### config.mk
export PLATFORM = sky130hd
export DESIGN_NAME = lcd_mmio_ctrl_flat
export DESIGN_NICKNAME = d
export VERILOG_FILES = /design/src/rtl/lcd_mmio_ctrl_if.sv /design/src/rtl/lcd_mmio_ctrl.sv /design/src/flat_wrapper.sv
export SDC_FILE = /design/constraint.sdc
export NUM_CORES = 1
export LEC_CHECK = 0
export BUFFER_PORTS_ARGS = -buffer_cell sky130_fd_sc_hd__buf_2
export CORE_MARGIN = 8
export CORE_UTILIZATION = 40
export CTS_BUF_LIST = sky130_fd_sc_hd__clkbuf_16
export DETAILED_ROUTE_END_ITERATION = 6
export MAX_ROUTING_LAYER = met4
export PLACE_DENSITY = 0.6
export SLEW_MARGIN = 25
export SYNTH_ARGS = -nofsm -noshare
export SYNTH_HDL_FRONTEND = slang
export SYNTH_SLANG_ARGS = --single-unit
export TNS_END_PERCENT = 5
### constraint.sdc
create_clock -name clk -period 3.7 [get_ports clk]
set_input_delay 0.37 -clock clk [delete_from_list [all_inputs] [get_ports clk]]
set_output_delay 0.37 -clock clk [all_outputs]
set_load 0.01 [all_outputs]
### src/rtl/lcd_mmio_ctrl_if.sv
// rtl/lcd_mmio_ctrl_if.sv - MMIO register bus between CPU window and lcd_mmio_ctrl
interface lcd_mmio_ctrl_if;
    logic        sel;
    logic [1:0]  addr;
    logic [31:0] wdata;
    logic [3:0]  wenable;
    logic [31:0] rdata;

    modport master (output sel, addr, wdata, wenable, input rdata);
    modport slave  (input sel, addr, wdata, wenable, output rdata);
endinterface

### src/rtl/lcd_mmio_ctrl.sv
// rtl/lcd_mmio_ctrl.sv - HD44780 LCD controller: write FIFO, enable timing engine, 8/4-bit bus
// Optional LCD_SIM_PRINT_EN echoes completed data bytes to the simulator console.
module lcd_mmio_ctrl #(
    parameter int FIFO_DEPTH   = 8,
    parameter int BUS_WIDTH    = 8,
    parameter int SETUP_CYCLES = 2,
    parameter int PULSE_CYCLES = 4,
    parameter int HOLD_CYCLES  = 2,
    parameter int GAP_CYCLES   = 8
) (
    input  logic                 clk,
    input  logic                 rst,
    lcd_mmio_ctrl_if.slave       bus,
    output logic [BUS_WIDTH-1:0] lcd_data,
    output logic                 lcd_rs,
    output logic                 lcd_enable
);
    localparam int AW = $clog2(FIFO_DEPTH);
    localparam int CW = 16;

    typedef enum logic [2:0] {IDLE, SETUP, PULSE, HOLD, GAP} state_t;

    state_t        state_q, state_d;
    logic [CW-1:0] cnt_q, cnt_d;
    logic [8:0]    mem_q [FIFO_DEPTH];
    logic [8:0]    mem_d [FIFO_DEPTH];
    logic [AW:0]   wr_ptr_q, wr_ptr_d, rd_ptr_q, rd_ptr_d;
    logic          ovf_q, ovf_d;
    logic [7:0]    byte_q, byte_d;
    logic          rs_q, rs_d;
    logic          lo_q, lo_d;
    logic          en_q, en_d;

    logic [AW:0]   count;
    logic          full, empty, wr, push_req, flush, clr_ovf, pop;
    logic          unused_bits;

    assign count       = wr_ptr_q - rd_ptr_q;
    assign full        = (count == (AW+1)'(FIFO_DEPTH));
    assign empty       = (count == '0);
    assign wr          = bus.sel & bus.wenable[0];
    assign push_req    = wr & ~bus.addr[1];
    assign flush       = wr & (bus.addr == 2'd3) & bus.wdata[0];
    assign clr_ovf     = wr & (bus.addr == 2'd3) & bus.wdata[1];
    assign unused_bits = ^{bus.wdata[31:8], bus.wenable[3:1]};

    always_comb begin
        state_d  = state_q;
        cnt_d    = cnt_q;
        mem_d    = mem_q;
        wr_ptr_d = wr_ptr_q;
        rd_ptr_d = rd_ptr_q;
        ovf_d    = ovf_q;
        byte_d   = byte_q;
        rs_d     = rs_q;
        lo_d     = lo_q;
        pop      = 1'b0;

        case (state_q)
            IDLE: begin
                if (!empty) begin
                    pop     = 1'b1;
                    byte_d  = mem_q[rd_ptr_q[AW-1:0]][7:0];
                    rs_d    = mem_q[rd_ptr_q[AW-1:0]][8];
                    lo_d    = 1'b0;
                    state_d = SETUP;
                    cnt_d   = CW'(SETUP_CYCLES - 1);
                end
            end
            SETUP: begin
                if (cnt_q == '0) begin
                    state_d = PULSE;
                    cnt_d   = CW'(PULSE_CYCLES - 1);
                end else begin
                    cnt_d = cnt_q - 16'd1;
                end
            end
            PULSE: begin
                if (cnt_q == '0) begin
                    state_d = HOLD;
                    cnt_d   = CW'(HOLD_CYCLES - 1);
                end else begin
                    cnt_d = cnt_q - 16'd1;
                end
            end
            HOLD: begin
                if (cnt_q == '0) begin
                    // In nibble mode the high half is followed by a second strobe for the low half
                    if (BUS_WIDTH == 4 && !lo_q) begin
                        lo_d    = 1'b1;
                        state_d = SETUP;
                        cnt_d   = CW'(SETUP_CYCLES - 1);
                    end else begin
                        state_d = GAP;
                        cnt_d   = CW'(GAP_CYCLES - 1);
                    end
                end else begin
                    cnt_d = cnt_q - 16'd1;
                end
            end
            GAP: begin
                if (cnt_q == '0) begin
                    state_d = IDLE;
                end else begin
                    cnt_d = cnt_q - 16'd1;
                end
            end
            default: state_d = IDLE;
        endcase

        en_d = (state_d == PULSE);

        if (pop) begin
            rd_ptr_d = rd_ptr_q + 1'b1;
        end
        // A pop in the same cycle frees the slot the push needs
        if (push_req && !flush) begin
            if (!full || pop) begin
                mem_d[wr_ptr_q[AW-1:0]] = {~bus.addr[0], bus.wdata[7:0]};
                wr_ptr_d = wr_ptr_q + 1'b1;
            end else begin
                ovf_d = 1'b1;
            end
        end
        if (flush) begin
            rd_ptr_d = wr_ptr_d;
        end
        if (clr_ovf) begin
            ovf_d = 1'b0;
        end
    end

    always_ff @(posedge clk) begin
        if (rst) begin
            state_q  <= IDLE;
            cnt_q    <= '0;
            wr_ptr_q <= '0;
            rd_ptr_q <= '0;
            ovf_q    <= 1'b0;
            byte_q   <= '0;
            rs_q     <= 1'b0;
            lo_q     <= 1'b0;
            en_q     <= 1'b0;
        end else begin
            state_q  <= state_d;
            cnt_q    <= cnt_d;
            wr_ptr_q <= wr_ptr_d;
            rd_ptr_q <= rd_ptr_d;
            ovf_q    <= ovf_d;
            byte_q   <= byte_d;
            rs_q     <= rs_d;
            lo_q     <= lo_d;
            en_q     <= en_d;
        end
    end

    always_ff @(posedge clk) begin
        mem_q <= mem_d;
    end

    always_comb begin
        bus.rdata = '0;
        if (bus.addr == 2'd2) begin
            bus.rdata[0]    = full;
            bus.rdata[1]    = empty;
            bus.rdata[2]    = (state_q != IDLE);
            bus.rdata[3]    = ovf_q;
            bus.rdata[15:8] = 8'(count);
        end
    end

    generate
        if (BUS_WIDTH == 4) begin : g_nibble
            assign lcd_data = lo_q ? byte_q[3:0] : byte_q[7:4];
        end else begin : g_byte
            assign lcd_data = byte_q;
        end
    endgenerate

    assign lcd_rs     = rs_q;
    assign lcd_enable = en_q;

`ifdef LCD_SIM_PRINT_EN
    always @(posedge clk) begin
        if (!rst && state_q == PULSE && state_d == HOLD && rs_q && (BUS_WIDTH != 4 || lo_q)) begin
            $write("%c", byte_q);
        end
    end
`else
    // Synthesis build: no console echo.
`endif
endmodule
### src/flat_wrapper.sv
// flat-port wrapper written by rule: the top's interface ports become plain ports
module lcd_mmio_ctrl_flat 
#(
    parameter int FIFO_DEPTH   = 8,
    parameter int BUS_WIDTH    = 8,
    parameter int SETUP_CYCLES = 2,
    parameter int PULSE_CYCLES = 4,
    parameter int HOLD_CYCLES  = 2,
    parameter int GAP_CYCLES   = 8
)
  (clk, rst, lcd_data, lcd_rs, lcd_enable, bus_sel, bus_addr, bus_wdata, bus_wenable, bus_rdata);
  lcd_mmio_ctrl_if bus_i ();
  input  logic clk;
  input  logic rst;
  output logic [BUS_WIDTH-1:0] lcd_data;
  output logic lcd_rs;
  output logic lcd_enable;
  input wire logic [$bits(bus_i.sel)-1:0] bus_sel;
  input wire logic [$bits(bus_i.addr)-1:0] bus_addr;
  input wire logic [$bits(bus_i.wdata)-1:0] bus_wdata;
  input wire logic [$bits(bus_i.wenable)-1:0] bus_wenable;
  output wire logic [$bits(bus_i.rdata)-1:0] bus_rdata;
  assign bus_i.sel = bus_sel;
  assign bus_i.addr = bus_addr;
  assign bus_i.wdata = bus_wdata;
  assign bus_i.wenable = bus_wenable;
  assign bus_rdata = bus_i.rdata;
  lcd_mmio_ctrl #(.FIFO_DEPTH(FIFO_DEPTH), .BUS_WIDTH(BUS_WIDTH), .SETUP_CYCLES(SETUP_CYCLES), .PULSE_CYCLES(PULSE_CYCLES), .HOLD_CYCLES(HOLD_CYCLES), .GAP_CYCLES(GAP_CYCLES)) u_core (.clk(clk), .rst(rst), .bus(bus_i), .lcd_data(lcd_data), .lcd_rs(lcd_rs), .lcd_enable(lcd_enable));
endmodule
==> Word-level counts from Yosys, hierarchy flattened <==
Cells that the tools add are included.
{ "word_totals": {"register_bits": 110, "wordCells": 86} }
{ "classes": {"eq_ne": 10, "n_reduce_logical": 16, "magnitude_cmp": 3, "add_sub_neg": 4, "bitwise_logic": 11, "muxes": 26} }
{ "op_table": {"columns": ["op", "n"], "rows": [
  ["$mux 16", 5],
  ["$pmux 16 s5", 1],
  ["$bwmux 72", 1],
  ["$bmux 9 s3", 1],
  ["$demux 9 s3", 1],
  ["$mux 9", 3],
  ["$mux 4", 6],
  ["$logic_not 16->1", 1],
  ["$sub 16x1->16 const B", 1],
  ["$mux 3", 5],
  ["$pmux 3 s5", 1],
  ["$eq 3x2->1 const B", 3],
  ["$add 4x1->4 const B", 2],
  ["$ge 4x4->1 const B", 2],
  ["$not 3->4", 2],
  ["$reduce_and 2->1", 3],
  ["$and 1x1->1", 5],
  ["$reduce_bool 5->1", 1],
  ["$eq 2x2->1 const B", 2],
  ["$eq 4x4->1 const B", 1],
  ["$logic_not 4->1", 1],
  ["$lt 4x1->1 const B", 1],
  ["$ne 2x2->1 const B", 2],
  ["$not 1->1", 4],
  ["12 further kinds", 15]
]} }

==> Logic depth before layout (Yosys ltp) <==
Gate-level depths: netlist (run 1).
{ "logic_depth": {"word_depth": 8, "mapped_depth": 10, "depth_no_buf": 10} }

==> Worst setup path before layout (run 1) <==
Ideal clock, no wire load.
{ "synth_path": {"path_type": "reg-to-reg", "startpoint": "reg u_core.rd_ptr_q[1]", "endpoint": "reg u_core.mem_q[27] (netlist bit), enable pin", "path_slack_ns": 0.439, "n_path_buf": 1, "arrival_ns": 2.859, "setup_time_ns": 0.403, "required_ns": 3.297, "path_stages_with_launch": 8, "path_cell_list": "dfxtp_1 clkbuf_1 inv_1 fa_1 xor2_1 nor3_1 a21o_1 nor4b_1"} }
{ "synth_between": {"elab_chain_len": 6, "word_cells_on_any_way": 8, "classes_between": "add/sub (1); eq/ne (1); mux (2); reduce/logical (4)"} }
{ "synth_rtl": {"columns": ["item", "line", "text"], "rows": [
  ["from (decl)", "lcd_mmio_ctrl.sv:27", "logic [AW:0] wr_ptr_q, wr_ptr_d, rd_ptr_q, rd_ptr_d;"],
  ["from (signal assigned)", "lcd_mmio_ctrl.sv:148", "rd_ptr_q <= rd_ptr_d;"],
  ["$sub 4x4->4 *", "lcd_mmio_ctrl.sv:38", "assign count = wr_ptr_q - rd_ptr_q;"],
  ["$logic_not 4->1", "lcd_mmio_ctrl.sv:40", "assign empty = (count == '0);"],
  ["$mux 1", "lcd_mmio_ctrl.sv:61", "if (!empty) begin"],
  ["$mux 1", "lcd_mmio_ctrl.sv:59", "case (state_q)"],
  ["$logic_or 1x1->1 *", "lcd_mmio_ctrl.sv:118", "if (!full || pop) begin"],
  ["$reduce_and 2->1 (no source line) *", null, null],
  ["to (signal assigned)", "lcd_mmio_ctrl.sv:158", "mem_q <= mem_d;"],
  ["to (decl)", "lcd_mmio_ctrl.sv:25", "logic [8:0] mem_q [FIFO_DEPTH];"]
]} }
Every way passes the cells marked *; elsewhere a longest branch is shown, timed or not.
A chain may end at the register's enable or synchronous reset.

==> Final worst setup path (run 1) <==
{ "layout_path": {"startpoint": "reg u_core.wr_ptr_q[0]", "endpoint": "reg u_core.cnt_q[5]"} }
{ "layout_between": {"elab_chain_len": 4} }
{ "layout_rtl": {"columns": ["item", "line", "text"], "rows": [
  ["from (decl)", "lcd_mmio_ctrl.sv:27", null],
  ["from (signal assigned)", "lcd_mmio_ctrl.sv:147", "wr_ptr_q <= wr_ptr_d;"],
  ["$sub 4x4->4", "lcd_mmio_ctrl.sv:38", null],
  ["$logic_not 4->1", "lcd_mmio_ctrl.sv:40", null],
  ["$ne 2x2->1 (no source line)", null, null],
  ["$reduce_and 3->1 (no source line)", null, null],
  ["to (signal assigned)", "lcd_mmio_ctrl.sv:146", "cnt_q <= cnt_d;"],
  ["to (decl)", "lcd_mmio_ctrl.sv:24", "logic [CW-1:0] cnt_q, cnt_d;"]
]} }
Every way passes these cells.

==> out/results.tsv, run 1 <==
metric	value	unit
outcome	completed	
pins over their slew limit	0	
post-synthesis mux area share	8.27	%
Post-CTS Repair Setup Buffers	0	
Max H-tree Level	3	
number of global-route vias before repair	3116	
Final #Nets	487	
Area contributors post-synth	edfxtp_1 43%, dfxtp_1 15%, mux4_2 8.1%, buf_4 3.6%, nor2_1 3.4%	
Worst Hold Path Cells	1	
Syn Area/Cell	12.5	µm²
maximum vdd drop	256	µV
Rel. slew slack	59.9	%
Netlist cell types	59	
top_reg_cell synth	edfxtp_1	
Multi-input gate area	1910	µm²
RSZ-0062 raised after global routing	false	
fmax	0.321	GHz
FF+latch count, synth	110	
Crit. End Element	flip-flop	
pre-CTS WS	0.603	ns
# diodes	0	
CP Class	reg -> reg	
max-cap violations	0	
final setup fails	0	
DRC errors left	0	
fin crit share	84.1	%
global-route wire length before repair	16300	µm
worst reg-to-reg setup slack	0.59	ns
Synth top cells by count	72 x edfxtp_1, 45 x nor2_1, 38 x dfxtp_1, 36 x nand2_1, 24 x buf_4	
hold_ws	0.279	ns
Adder-Cell Fraction of Synth Area	2.14	%
worst-path maximum fanout	13	
sequential-to-total area share from yosys stat	58.2	%
root buf cell	clkbuf_16	
sequential share of power	37.1	%
Post-CTS Hold Fix Bufs	0	
Worst-path clk slew	0.08	ns
setup ws final	0.589	ns
xor/xnor share of the synthesized area	2.62	%
Rows	41	
Syn Inst Count	401	
critical path startpoint	u_core.wr_ptr_q[0]	
Synth area leader	edfxtp_1	
Core Region	12400	µm²
setup TNS	0	ns
Switch Pwr	1.54	mW
layout cell share with drive strength beyond 1	21.2	%
GP Congestion	0.786	
area fraction of the dominant cell type after synthesis	43.0	%
largest family of logic cells by synthesized area	simple AND/OR/NAND/NOR gates	
Worst Hold Class	in -> reg	
Reg2Reg Launch Point	u_core.wr_ptr_q[0]	
# clock sinks	110	
Hold Fails Final Rpt	0	
largest net degree at the start of global routing	31	
CTS tree	built	
Initial Utilization	40.5	%
Clock Tree Buf Depth	2	
initial antenna violation count	0	
I/O Buffers	31	
Clock Latency Late Sink	0.36	ns
top-count cell post-synth	edfxtp_1	
vias	3198	
Detail Placement HPWL	6970	µm
switching share of total power	37.5	%
P&R area growth vs syn	12.5	%
Pleak	2.06	nW
P_int	2.56	mW
complex-gate fraction of the synthesized area	7.87	%
critical path capture point	u_core.cnt_q[5]	
Post-Synth Simple-Gate Area	15.0	%
CTS resizes	0	
Register Area	2920	µm²
Synth async-reset ratio	0	%
clock share of power	23.8	%
CP required	4.00	ns
DR iter-0 viols	230	
Total GRT Usage	13.3	%
Routed WL	10300	µm
Die Width	128	µm
crit path DAT	3.41	ns
Layout Skew	0.00933	ns
die height	128	µm
TritonCTS Buffers	9	
r2r endpoint	u_core.cnt_q[5]	
Syn. warnings	0	
Avg WL per Cell	16.7	µm
post-route ant nets	0	
Worst Tran Pin Value	0.600	ns
GRT overflow	0	
CP startpoint kind	flip-flop	
Final Power	4.10	mW
DIE AREA	16400	µm²
iteration count of the initial detailed-routing pass	5	
reg2reg path depth	10	
crit path time final	3.11	ns
Pwr Density	726	nW/µm²
I/O pins	83	
Post-synth EDFFs	72	
drt via density	5.20	
synthesized area	5020	µm²
Filler cells	1156	
Gate power share	39.0	%
-- layout make-up --
class	count	area share, %
Sequential cell	110	51.7
Multi-Input combinational cell	262	33.8
Timing Repair Buffer	44	4.47
Clock buffer	9	3.98
Tap cell	172	3.81
Clock inverter	7	1.46
Inverter	11	0.731
-- stage by stage --
stage,cells,util (%),instance area (µm²)
after floorplan,424,-,5110
after global placement,599,43.0,5340
after global routing,615,45.5,5650
after detailed placement,599,43.0,5340
final,615,45.5,5650
after CTS,615,45.5,5650
-- cell usage in the layout, fill, tap and decap left out, types with 4 or more instances in the layout --
cell	count
mux4_2	18
clkbuf_16	9
a311oi_1	11
o21ai_1	5
edfxtp_1	72
xor2_1	12
conb_1	24
a211oi_1	5
nor3_1	12
nand3b_1	4
inv_1	9
a21oi_1	10
buf_2	31
nand2_1	36
dfxtp_1	38
ha_1	7
or4_1	5
or3_1	4
nor2_1	45
nand3_1	6
buf_4	13
nand4_1	4
-- cells by family (layout without fill, tap and decap cells) --
| family | after synthesis | count (layout) |
|---|---|---|
| compound gates | 51 | 51 |
| buf+inv | 52 | 71 |
| simple gates | 145 | 145 |
| xor+xnor | 15 | 15 |
| flops | 110 | 110 |
| fa+ha+maj | 8 | 8 |
| mux | 19 | 19 |
| other cells | 1 | 24 |
-- registers in the layout (all words and copies together), names as in the netlist --
signal	flops
u_core.lcd_data	8
u_core.state_q	3
u_core.lcd_rs	1
u_core.lcd_enable	1
u_core.cnt_q	16
u_core.mem_q	72
u_core.wr_ptr_q	4
u_core.ovf_q	1
u_core.rd_ptr_q	4
-- metal layers --
metal	global-route usage, %	share of wire (%)
met5	-	0
met2	21.4	49
met1	15.8	45
met4	6.08	1.7
met3	2.91	5.0
-- power groups by stage --
stage | combinational [mW] | clock, mW | sequential [mW]
after floorplan | 1.25 | 0 | 1.53
after global placement | 1.58 | 0 | 1.54
after detailed placement | 1.61 | 0 | 1.55
after CTS | 1.62 | 0.997 | 1.52
after global routing | 1.80 | 1.04 | 1.54
final | 1.60 | 0.977 | 1.52
-- critical path, stage by stage (launching register included) --
cell and delay (ns):
dfxtp_1 0.49, inv_1 0.17, ha_1 0.23, inv_1 0.07, fa_1 0.41, nand2b_1 0.18, nor2_1 0.34, a31oi_4 0.14
a211o_1 0.42, or4_1 0.52, o21ai_1 0.08
-- worst min path at each step --
stage	startpoint	end	slack, ns
4_1_cts	bus_wdata[4]	u_core.mem_q[67]	0.27
6_report	bus_wdata[4]	u_core.mem_q[67]	0.28
5_1_grt	bus_wdata[7]	u_core.mem_q[52]	0.29
3_5_place_dp	u_core.cnt_q[13]	u_core.cnt_q[13]	0.48
3_3_place_gp	u_core.cnt_q[15]	u_core.cnt_q[15]	0.47
2_1_floorplan	u_core.cnt_q[3]	u_core.cnt_q[3]	0.46
Note: power is estimated with default switching activity, not from simulation.
==> run 2: changes to the inputs <==
clock period = 3 ns   (was 3.7 ns; I/O delays follow)
==> out/results.tsv, run 2 (synthesis gave the netlist of run 1 again) <==
metric	value	unit	change
# clock sinks	110		unchanged
Routed WL	10300	µm	about the same
Area after DPL	5370	µm²	was 5340 µm²
Final Power	5.03	mW	was 4.10 mW
final setup fails	0		unchanged
CP bufs+invs	3		was 2
Final #Nets	491		was 487
Filler cells	1162		was 1,156
I/O pins	83		unchanged
maximum vdd drop	354	µV	was 256 µV
iteration count of the initial detailed-routing pass	4		was 5
crit path DAT	2.80	ns	was 3.41 ns
fin cells	619		was 615
hold_ws	0.221	ns	was 0.279 ns
pre-CTS WS	0.0967	ns	was 0.603 ns
CP startpoint kind	flip-flop		unchanged
Clock Latency Late Sink	0.35	ns	was 0.36 ns
outcome	completed		unchanged
CP peak stage delay	0.46	ns	was 0.52 ns
CP Class	reg -> reg		unchanged
DR iter-0 viols	132		was 230
Layout Skew	0.00564	ns	was 0.00933 ns
DIE AREA	16400	µm²	unchanged
Worst-path clk slew	0.08	ns	about the same
Detail Placement HPWL	6970	µm	about the same
Util after Layout	45.7	%	was 45.5%
DRC errors left	0		unchanged
global-route wire length before repair	16100	µm	was 16,300 µm
hold_sp	bus_wdata[4]		unchanged
I/O Buffers	31		unchanged
GP Congestion	0.789		was 0.786
Reg2Reg Launch Point	u_core.wr_ptr_q[0]		unchanged
fmax	0.360	GHz	was 0.321 GHz
Register Area	2920	µm²	unchanged
P&R area growth vs syn	13.1	%	was 12.5%
setup TNS	0	ns	unchanged
Rows	41		unchanged
CP required	3.02	ns	was 4.00 ns
Inst Count DP	603		was 599
Max H-tree Level	3		unchanged
# diodes	0		unchanged
setup ws final	0.218	ns	was 0.589 ns
TritonCTS Buffers	9		unchanged
crit path cell chain	inv_1, ha_1, inv_1, fa_1, nand2b_1, nor3_1, a31oi_2, nand4_1, clkinvlp_4		was inv_1, ha_1, inv_1, fa_1, nand2b_1, nor2_1, a31oi_4, a211o_1, or4_1, o21ai_1
Clock Tree Buf Depth	2		unchanged
max-cap violations	0		unchanged
Rel. slew slack	59.2	%	was 59.9%
Pwr Density	885	nW/µm²	was 726 nW/µm²
Worst Hold Class	in -> reg		unchanged
Worst Tran Pin Value	0.611	ns	was 0.600 ns
die height	128	µm	unchanged
most used cell, CP	inv_1		unchanged
layout cell share with drive strength beyond 1	22.6	%	was 21.2%
Slowest cell on crit path	fa_1		was or4_1
Initial Utilization	40.5	%	unchanged
Switch Pwr	1.87	mW	was 1.54 mW
worst-path maximum fanout	9		was 13
Multi-input gate area	1920	µm²	was 1910 µm²
Die Width	128	µm	unchanged
Largest register FFs	72		unchanged
CTS tree	built		unchanged
most flop-heavy register	u_core.mem_q		unchanged
Total GRT Usage	13.1	%	was 13.3%
number of global-route vias before repair	3056		was 3,116
fin crit share	92.7	%	was 84.1%
Post-CTS Hold Fix Bufs	0		unchanged
leading cell type in the layout, fill and taps excluded	edfxtp_1		unchanged
sequential share of power	37.2	%	was 37.1%
Core Region	12400	µm²	unchanged
largest net degree at the start of global routing	31		unchanged
P_int	3.16	mW	was 2.56 mW
GRT overflow	0		unchanged
RSZ-0062 raised after global routing	false		unchanged
vias	3187		was 3,198
crit path time final	2.78	ns	was 3.11 ns
most frequent cells in the layout	72 x edfxtp_1, 44 x nor2_1, 38 x dfxtp_1		was 72 x edfxtp_1, 45 x nor2_1, 38 x dfxtp_1
root buf cell	clkbuf_16		unchanged
Finished Cell Area	5680	µm²	was 5650 µm²
clock share of power	23.0	%	was 23.8%
Hold Fails Final Rpt	0		unchanged
initial antenna violation count	0		unchanged
drt via density	5.15		was 5.20
Crit. End Element	flip-flop		unchanged
critical path startpoint	u_core.wr_ptr_q[0]		unchanged
Pleak	2.06	nW	about the same
switching share of total power	37.1	%	was 37.5%
Gate power share	39.8	%	was 39.0%
pins over their slew limit	0		unchanged
post-route ant nets	0		unchanged
Avg WL per Cell	16.6	µm	was 16.7 µm
cell family with most CP delay	simple AND/OR/NAND/NOR gates		unchanged
==> run 2: area by class of cell <==
| type | count | area share, % |
|---|---|---|
| clock inverter | 7 | 1.17 |
| inverter | 11 | 0.793 |
| timing repair buffer | 48 | 4.98 |
| clock buffer | 9 | 3.97 |
| tap | 172 | 3.79 |
| multi-input combinational | 262 | 33.8 |
| sequential | 110 | 51.5 |
==> run 2: worst paths after layout <==
check                      to  slack, ns  cells past startpoint
max           u_core.mem_q[0]       0.22                      9
min          u_core.mem_q[67]       0.22                      1
max reg2reg   u_core.mem_q[0]       0.22                      9
min reg2reg   u_core.cnt_q[3]       0.48                      2
==> run 2: power groups by stage <==
stage | logic, mW | registers [mW] | clock network (mW)
3_3_place_gp | 1.97 | 1.90 | 0
6_report | 2.00 | 1.87 | 1.15
2_1_floorplan | 1.54 | 1.89 | 0
5_1_grt | 2.24 | 1.89 | 1.23
4_1_cts | 2.01 | 1.87 | 1.18
3_5_place_dp | 2.00 | 1.91 | 0
==> run 2: what timing repair did <==
action	CTS	global route
setup buffers	0	0
endpoints found under the hold margin	0	0
gates resized for setup	0	3
endpoints found under the setup margin	0	14
==> run 2: layer usage <==
| metal | track usage (%) | part of all wire, % |
|---|---|---|
| met3 | 3.00 | 4.3 |
| met5 | - | 0 |
| met2 | 19.8 | 47 |
| met1 | 17.0 | 48 |
| met4 | 4.48 | 0.96 |
